[config.mk]
export PLATFORM = sky130hd
export DESIGN_NAME = vscale_mem_arbiter
export DESIGN_NICKNAME = d
export VERILOG_FILES = /design/src/rtl/vscale_mem_arbiter.sv
export SDC_FILE = /design/constraint.sdc
export NUM_CORES = 1
export LEC_CHECK = 0
export CAP_MARGIN = 20
export CORE_AREA = 2 2 109 111
export CTS_CLUSTER_DIAMETER = 50
export CTS_CLUSTER_SIZE = 8
export DETAILED_ROUTE_END_ITERATION = 7
export DIE_AREA = 0 0 111 113
export HOLD_SLACK_MARGIN = 0.15
export MAX_ROUTING_LAYER = met4
export PLACE_DENSITY_LB_ADDON = 0.15
export SYNTH_ARGS = -nofsm -noshare
export SYNTH_HDL_FRONTEND = slang
export SYNTH_SLANG_ARGS = --single-unit
[constraint.sdc]
create_clock -name clk -period 1.9 [get_ports clk]
set_input_delay 0.38 -clock clk [delete_from_list [all_inputs] [get_ports clk]]
set_output_delay 0.38 -clock clk [all_outputs]
set_load 0.01 [all_outputs]
[src/rtl/vscale_mem_arbiter.sv]
// Two-requester (fetch / data) arbiter onto a single backend memory port.
// One transaction in flight at a time; store data is captured one cycle after the store address.
module vscale_mem_arbiter #(
    parameter int XPR_LEN        = 32,
    parameter int FIXED_PRIORITY = 0
) (
    input  logic               clk,
    input  logic               reset,

    input  logic               i_req_valid,
    input  logic [XPR_LEN-1:0] i_req_addr,
    output logic               i_req_ready,
    output logic               i_resp_valid,
    output logic [XPR_LEN-1:0] i_resp_rdata,
    output logic               i_resp_badmem,

    input  logic               d_req_valid,
    input  logic               d_req_wen,
    input  logic [2:0]         d_req_size,
    input  logic [XPR_LEN-1:0] d_req_addr,
    output logic               d_req_ready,
    input  logic [XPR_LEN-1:0] d_wdata,
    output logic               d_resp_valid,
    output logic [XPR_LEN-1:0] d_resp_rdata,
    output logic               d_resp_badmem,

    output logic               mem_req_valid,
    input  logic               mem_req_ready,
    output logic [XPR_LEN-1:0] mem_req_addr,
    output logic               mem_req_wen,
    output logic [2:0]         mem_req_size,
    output logic [XPR_LEN-1:0] mem_req_wdata,
    input  logic               mem_resp_valid,
    input  logic [XPR_LEN-1:0] mem_resp_rdata,
    input  logic               mem_resp_badmem
);

    typedef enum logic [1:0] {IDLE, WDATA, ISSUE, WAIT} state_t;
    typedef enum logic {REQ_I, REQ_D} req_t;

    state_t             state_q;
    req_t               owner_q;
    req_t               last_grant_q;
    logic [XPR_LEN-1:0] addr_q;
    logic [XPR_LEN-1:0] wdata_q;
    logic               wen_q;
    logic [2:0]         size_q;

    logic grant_d;
    logic grant_i;
    logic in_idle;
    logic resp_fire;

    // D wins when alone, or on a tie when D is prioritised or I was served last.
    assign grant_d = d_req_valid &&
                     (!i_req_valid || (FIXED_PRIORITY != 0) || (last_grant_q == REQ_I));
    assign grant_i = i_req_valid && !grant_d;

    // Handshake and strobe outputs are masked by reset so nothing fires while it is held.
    assign in_idle     = (state_q == IDLE) && !reset;
    assign i_req_ready = in_idle && grant_i;
    assign d_req_ready = in_idle && grant_d;

    assign resp_fire     = (state_q == WAIT) && mem_resp_valid && !reset;
    assign i_resp_valid  = resp_fire && (owner_q == REQ_I);
    assign d_resp_valid  = resp_fire && (owner_q == REQ_D);
    assign i_resp_rdata  = mem_resp_rdata;
    assign d_resp_rdata  = mem_resp_rdata;
    assign i_resp_badmem = mem_resp_badmem;
    assign d_resp_badmem = mem_resp_badmem;

    assign mem_req_valid = (state_q == ISSUE) && !reset;
    assign mem_req_addr  = addr_q;
    assign mem_req_wen   = wen_q;
    assign mem_req_size  = size_q;
    assign mem_req_wdata = wdata_q;

    // NOTE: sequential state uses non-blocking assignments so every register sees pre-edge values.
    always_ff @(posedge clk) begin
        if (reset) begin
            state_q      <= IDLE;
            owner_q      <= REQ_I;
            last_grant_q <= REQ_I;
            addr_q       <= '0;
            wen_q        <= 1'b0;
            size_q       <= 3'd0;
            wdata_q      <= '0;
        end else begin
            case (state_q)
                IDLE: begin
                    if (grant_d) begin
                        addr_q       <= d_req_addr;
                        wen_q        <= d_req_wen;
                        size_q       <= d_req_size;
                        owner_q      <= REQ_D;
                        last_grant_q <= REQ_D;
                        state_q      <= d_req_wen ? WDATA : ISSUE;
                    end else if (grant_i) begin
                        addr_q       <= i_req_addr;
                        wen_q        <= 1'b0;
                        size_q       <= 3'd0;
                        owner_q      <= REQ_I;
                        last_grant_q <= REQ_I;
                        state_q      <= ISSUE;
                    end
                end
                WDATA: begin
                    wdata_q <= d_wdata;
                    state_q <= ISSUE;
                end
                ISSUE: begin
                    if (mem_req_ready) state_q <= WAIT;
                end
                WAIT: begin
                    if (mem_resp_valid) state_q <= IDLE;
                end
                default: state_q <= IDLE;
            endcase
        end
    end

endmodule

## Word level (Yosys, flattened, before mapping)

Cells that the tools add are included.

- Bitwise operators: 1
- Reduce and logical (&&, ||, !) cells: 18
- Equality and inequality tests: 6
- Muxes and demuxes: 13

Operator list:

| cell | number |
|---|---|
| 32-bit 2-to-1 mux | 2 |
| 1-bit logical AND | 10 |
| 2-bit 2-to-1 mux | 5 |
| 2-bit one-hot mux with 4 select lines | 1 |
| 3-bit 2-to-1 mux | 2 |
| 2-bit == test, second input constant | 2 |
| 2-bit != test, second input constant | 2 |
| 1-bit zero test | 3 |
| 1-bit 2-to-1 mux | 3 |
| 3-bit != test, second input constant | 1 |
| 3-bit AND reduction | 1 |
| 2-bit by 1-bit == test with 1-bit output, second input constant | 1 |
| 2-bit zero test | 1 |
| 2-bit AND reduction | 1 |
| 2-bit nonzero test | 1 |
| 1-bit logical OR | 1 |
| 1-bit NOT | 1 |

- Logic and storage cells: 44
- Input bits: 139
- Register bits after elaboration: 71
- Output and inout bits: 139

## Logic depth before layout (Yosys ltp)

Gate-level depths: netlist of the first run.

- Word-level depth: 8
- Gate-level depth with buffers: 7
- Gate-level depth less buffers: 5

## Least setup slack after synthesis of the first run

No wires, ideal clock.

- Path kind: input -> output
- Start: in d_req_valid
- End: out i_req_ready
- Cell stages on the path: 4
- Arrival time: 1.107 ns
- Buffers on the path: 2
- Required time: 1.520 ns
- Slack: 0.413 ns
- Cells stage by stage: a21boi_2 buf_6 buf_6 nor3_1

- Cells in the longest elaborated chain, start to end: 4

RTL lines:

| item | line | text |
|---|---|---|
| start, declared | 17 | `input logic d_req_valid,` |
| 1-bit logical AND | 55 | `assign grant_d = d_req_valid &&` |
| 1-bit zero test | 57 | `assign grant_i = i_req_valid && !grant_d;` |
| 1-bit logical AND | 57 |  |
| 1-bit logical AND | 61 | `assign i_req_ready = in_idle && grant_i;` |
| end, declared | 12 | `output logic i_req_ready,` |

Every way passes these cells.

## Worst setup path after layout of the first run

- Start: reg state_q[0]
- End: out d_req_ready

- Cells in the longest elaborated chain, start to end: 3

RTL lines:

| item | line | text |
|---|---|---|
| start, declared | 41 | `state_t state_q;` |
| start signal, assigned | 97 | `state_q <= d_req_wen ? WDATA : ISSUE;` |
| 2-bit zero test | 60 | `assign in_idle = (state_q == IDLE) && !reset;` |
| 1-bit logical AND | 60 |  |
| 1-bit logical AND | 62 | `assign d_req_ready = in_idle && grant_d;` |
| end, declared | 21 | `output logic d_req_ready,` |

Every way passes these cells.

==> results.json, run 1 <==
{
  "io_pins": 278,
  "vias_per_cell": 4.47,
  "initial_core_util_pct": 30.5,
  "fmax_mhz": 549,
  "worstPathMaxFanout": 4,
  "first_iter_violations": 84,
  "hold_path_class": "reg -> reg",
  "drv_cap": 0,
  "area_growth_pct": 53.2,
  "hold_start": "mem_req_wen",
  "die_h_um": 113,
  "start_kind": "flip-flop",
  "ys_seq_area_share_pct": 41.3,
  "antennaDiodeCount": 0,
  "maxSlewHeadroom_pct": 69.2,
  "cp.required_ps": 1520,
  "gr-usage-all-layers_pct": 14.0,
  "final_area_um2": 5270,
  "whs_ps": 460,
  "clock_latency_ps": 320,
  "root_buffer": "clkbuf_16",
  "status": "complete, no violations",
  "finalHoldViolCount": 0,
  "post-place-ws_ps": -289,
  "grt_start_max_net_pins": 49,
  "final_cells": 625,
  "yosys_warnings": 0,
  "die_w_um": 111,
  "p_total_mw": 6.53,
  "leakage_nw": 2.04,
  "tns_ps": 0,
  "nets": 620,
  "syn_nets": 503,
  "grt_pass1_wl_um": 13800,
  "wl_um": 8630,
  "cp-startpoint": "state_q[0]",
  "dpl.cell_count": 608,
  "endpoint_kind": "primary output",
  "cts.reportedPaths.clkPinSlew_ps": 60,
  "path_class": "reg -> out",
  "ctsLongestPathBuffers": 2,
  "setup_ws_ps": 78.1,
  "ant_nets": 0,
  "drc": 0,
  "holdBufCountCts": 0,
  "num_rows": 39,
  "placed_area_um2": 4930,
  "cp_data_arrival_time_ps": 1440,
  "place.gp.congestion": 0.799,
  "port_buffers": 178,
  "overflow": 0,
  "layout_min_cycle_time_ps": 1820,
  "htreeDepth": 3,
  "vias": 2796,
  "r2r-start": "state_q[0]",
  "syn_inst": 360,
  "yosys_register_bits": 71,
  "numCtsBuffers": 9,
  "cts_tree": "done",
  "setup_viol": 0,
  "worst_pin_slew_ps": 462,
  "dpl.hpwl_um": 6490,
  "firstDrtPassIters": 3,
  "powerDensity_nw_per_um2": 1240,
  "yosysUniqueCellTypes": 30,
  "antenna_found_initial": 0,
  "syn-cell-area_um2": 3440,
  "vdd_drop_max_mv": 0.584,
  "dieArea_um2": 12500,
  "grt_pass1_vias": 2815,
  "utilization_pct": 46.8,
  "slew_viol_final": 0,
  "core-area_um2": 11300,
  "rsz0062_at_grt": "no",
  "drive_gt1_share_pct": 8.92,
  "finClkSkew_ps": 4.68,
  "wire_per_inst_um": 13.8,
  "fin_crit_sh_pct": 95.9,
  "clock_sinks": 71,
  "avgSynthCellArea_um2": 9.56
}
-- synth_stat cells --
library cell | count | area share (%)
dfxtp_1 | 71 | 41
buf_4 | 66 | 14
mux2i_1 | 65 | 19
nor2_1 | 59 | 6.4
a211oi_1 | 23 | 5.0
a21oi_1 | 10 | 1.5
o21ai_0 | 10 | 1.5
clkbuf_1 | 8 | 0.87
buf_2 | 7 | 1.0
buf_1 | 4 | 0.44
ha_1 | 4 | 1.5
nand2_1 | 4 | 0.44
a32oi_1 | 3 | 0.76
inv_1 | 3 | 0.33
nand2b_1 | 3 | 0.55
a311oi_1 | 2 | 0.51
and3_1 | 2 | 0.36
buf_12 | 2 | 1.2
buf_6 | 2 | 0.65
nor3_1 | 2 | 0.29
a21boi_2 | 1 | 0.33
a31oi_1 | 1 | 0.18
a41o_1 | 1 | 0.29
and2_0 | 1 | 0.18
nand3_1 | 1 | 0.15
nor2b_1 | 1 | 0.18
nor3b_1 | 1 | 0.22
o21a_1 | 1 | 0.22
or2_2 | 1 | 0.18
or3b_1 | 1 | 0.25
-- cells in the final DEF, fill, tap and decap left out, types with 2 or more instances in the layout --
cell	n
nor3_1	2
buf_12	3
clkdlybuf4s50_1	171
a311oi_1	2
ha_1	2
inv_2	2
nand2b_1	3
nor2_1	59
a211oi_1	23
dfxtp_1	69
a32oi_1	3
bufinv_16	2
nand2_1	4
and3_1	2
o21ai_0	10
clkbuf_16	9
mux2i_1	65
a21oi_1	10
buf_4	14
dlygate4sd2_1	4
-- worst paths after layout --
| check | end | slack (ps) | depth (start not counted) |
|---|---|---|---|
| setup / recovery | d_req_ready | 80 | 5 |
| hold / removal | mem_req_wen | 460 | 2 |
| setup reg to reg | state_q[1] | 340 | 6 |
| hold reg to reg | mem_req_wen | 460 | 2 |
-- worst max-delay path, cell delays in order (launching register included) --
cell and delay [ps]:
dfxtp_4 360, inv_2 50, ha_4 160, and2_0 160
and3_1 170, clkdlybuf4s15_2 220
-- layer usage --
layer  wire [um]  GRT usage, %
met1        3930          17.5
met5           0             -
met3         729          4.18
met2        3780          20.9
met4         186          6.42
-- where the power goes --
part / internal (mW) / switching (mW)
sequential: 1.90 / 0.213
combinational: 1.48 / 1.14
clock: 1.18 / 0.605
-- sequential cells by signal, indices dropped and copies added, names as in the netlist --
signal and cells:
mem_req_addr 32, last_grant_q 1, state_q 2, mem_req_wdata 32, mem_req_wen 1, mem_req_size 3
-- cell families (layout without fill, tap and decap cells) --
kind of cell,after synthesis,in the layout,share of synthesized area [%]
flip-flops,71,71,41.3
adder cells (fa/ha/maj),4,4,1.45
multiplexers,65,65,18.9
buffers and inverters,92,214,18.9
AO/OA/AOI/OAI,52,52,10.2
AND/OR/NAND/NOR,76,76,9.24
-- repair_timing --
item | in CTS | in global routing
setup endpoints to repair | 5 | 2
pin swaps | 0 | 1
gates resized for setup | 10 | 6
setup buffers | 0 | 1
-- layout make-up --
class	count	area (um^2)
Clock buffer	11	243
Clock inverter	5	81.3
Fill cell	1144	6000
Inverter	3	11.3
Multi-Input combinational cell	197	1390
Sequential cell	71	1430
Tap cell	143	179
Timing Repair Buffer	195	1940
(Power assumes the default switching activity.)
==> run 2, diff against run 1 <==
--- a/config.mk
+++ b/config.mk
@@ -6,14 +6,16 @@
 export NUM_CORES = 1
 export LEC_CHECK = 0
 export CAP_MARGIN = 20
-export CORE_AREA = 2 2 109 111
+export CORE_AREA = 2 2 107 109
+export CTS_BUF_LIST = sky130_fd_sc_hd__clkbuf_2
 export CTS_CLUSTER_DIAMETER = 50
 export CTS_CLUSTER_SIZE = 8
 export DETAILED_ROUTE_END_ITERATION = 7
-export DIE_AREA = 0 0 111 113
+export DIE_AREA = 0 0 109 111
 export HOLD_SLACK_MARGIN = 0.15
 export MAX_ROUTING_LAYER = met4
 export PLACE_DENSITY_LB_ADDON = 0.15
+export SKIP_CTS_REPAIR_TIMING = 1
 export SYNTH_ARGS = -nofsm -noshare
 export SYNTH_HDL_FRONTEND = slang
 export SYNTH_SLANG_ARGS = --single-unit
==> run 2 against run 1 <==
  * Critical path depth is the same
  * Critical path type unchanged
  * Clock power shrank 55%
  * Largest cell class unchanged
  * Sequential cell count is the same
  * Clock skew grew 18 ps
  * Cell area shrank 3.3%
  * Sequential share of layout area grew 1.2 points
  * First-iteration DRC count grew 17%
  * Non-clock buffer count is the same
  * Power shrank 15%
  * Die area shrank 3.5%
==> results.json, run 2 (synthesized netlist as in run 1, its figures left out) <==
{
  "r2r_cells": 6,
  "nets": 620,
  "p_int_mw": 3.68,
  "worstPathMaxFanout": 6,
  "finClkSkew_ps": 23.1,
  "core-area_um2": 11100,
  "port_buffers": 178,
  "worst_pin_slew_ps": 538,
  "initial_core_util_pct": 31.1,
  "num_rows": 39,
  "numCtsBuffers": 9,
  "hold_start": "reset",
  "powerDensity_nw_per_um2": 1090,
  "cts.reportedPaths.clkPinSlew_ps": 200,
  "rrSetupSlack_ps": 340,
  "p_sw_mw": 1.86,
  "slew_viol_final": 0,
  "die_w_um": 109,
  "gr-usage-all-layers_pct": 13.6,
  "io_pins": 278,
  "clock_latency_ps": 480,
  "finalHoldViolCount": 0,
  "r2r-start": "state_q[1]",
  "htreeDepth": 3,
  "worst-path-buf-inv": 2,
  "multi_input_area_um2": 1420,
  "setup_ws_ps": 1.85,
  "slowest_stage": "dfxtp_2",
  "drive_gt1_share_pct": 12.7,
  "cp.required_ps": 1520,
  "final_common_cell": "clkdlybuf4s50_1",
  "grt_pass1_wl_um": 12800,
  "rsz0062_at_grt": "yes",
  "antenna_found_initial": 0,
  "leakage_nw": 2.14,
  "utilization_pct": 46.0,
  "overflow": 0,
  "endpoint_kind": "primary output",
  "ctsLongestPathBuffers": 2,
  "pwr-share-seq_pct": 38.2,
  "grt_pass1_vias": 2716,
  "mostFrequentLayoutCells": "clkdlybuf4s50_1 (160), mux2i_1 (65), nor2_1 (59), dfxtp_1 (57), a211oi_1 (23)",
  "area_growth_pct": 48.2,
  "seq_area_um2": 1440,
  "dpl.hpwl_um": 6090,
  "cp.depth": 5,
  "status": "complete, no violations",
  "path_class": "reg -> out",
  "clock_sinks": 71,
  "worstPathCellList": "inv_2, ha_4, and2_4, and3_4, buf_6",
  "path_delay_family": "flip-flops",
  "dieArea_um2": 12100,
  "layout_min_cycle_time_ps": 1900,
  "hold_end": "mem_req_addr[30]",
  "root_buffer": "clkbuf_2",
  "cts_tree": "done",
  "tns_ps": 0,
  "firstDrtPassIters": 4,
  "wl_um": 8320,
  "start_kind": "flip-flop",
  "fmax_mhz": 527,
  "vias_per_cell": 4.48,
  "ant_nets": 0,
  "slowest_delay_ps": 400,
  "hold_depth": 5,
  "drc": 0,
  "post-place-ws_ps": -275,
  "drv_cap": 0,
  "place.gp.congestion": 0.743,
  "maxSlewHeadroom_pct": 64.1,
  "fin_crit_sh_pct": 99.9,
  "cp_data_arrival_time_ps": 1520,
  "grt_start_max_net_pins": 65,
  "antennaDiodeCount": 0,
  "first_iter_violations": 98,
  "combPwrFrac_pct": 47.4,
  "swShare_pct": 33.5,
  "setup_viol": 0,
  "wire_per_inst_um": 13.3,
  "clkPwrFrac_pct": 14.4,
  "vias": 2795,
  "n_fill_cell": 1072,
  "hold_path_class": "in -> reg",
  "vdd_drop_max_mv": 0.486,
  "die_h_um": 111,
  "regToRegEndpoint": "state_q[1]"
}
-- run 2: cell types whose count changed in the layout (fill, tap and decap cells not counted), sizes merged --
| cell | delta |
|---|---|
| dlymetal6s2s | +13 |
| bufinv | -1 |
| clkinv | +1 |
| clkdlybuf4s50 | -11 |
| dlygate4sd2 | -4 |
| buf | +3 |
| clkdlybuf4s15 | -2 |
-- run 2: stage by stage --
step	power [mW]	hold WS (ps)	instances	cell area [um^2]
2_1_floorplan	3.56	481	360	3440
3_3_place_gp	4.67	444	605	4890
3_5_place_dp	4.70	450	605	4890
4_1_cts	5.53	361	620	4990
5_1_grt	5.96	393	624	5100
6_report	5.54	438	624	5100
-- run 2: final cells by class --
class                           instances  share of cell area [%]
Timing Repair Buffer                  195                    38.2
Sequential cell                        71                    28.2
Multi-Input combinational cell        197                    27.9
Tap cell                              143                    3.51
Clock buffer                           10                   0.982
Clock inverter                          5                   0.982
Inverter                                3                   0.221
-- run 2: worst min-delay path, stage by stage --
cell and delay (ps):
buf_2 160, inv_1 70, buf_4 170, o21ai_0 70
a21oi_1 40
-- run 2: routing by layer --
layer	global-route usage, %	wire [um]
met2	20.9	3730
met1	16.0	3520
met3	5.76	965
met5	-	0
met4	4.62	105
-- run 2: worst max-delay path by stage --
stage	start	endpoint
floorplan	d_req_valid	i_req_ready
global placement	i_req_valid	i_req_ready
detailed placement	i_req_valid	i_req_ready
CTS	state_q[0]	d_req_ready
global route	state_q[0]	d_resp_valid
finish	state_q[0]	d_req_ready
-- run 2: power groups by stage --
stage	Sequential, mW	Clock [mW]	Combinational, mW
after CTS	2.10	0.857	2.58
after global routing	2.17	0.929	2.86
final	2.11	0.799	2.63
after floorplan	2.30	0	1.26
after detailed placement	2.13	0	2.57
after global placement	2.11	0	2.56
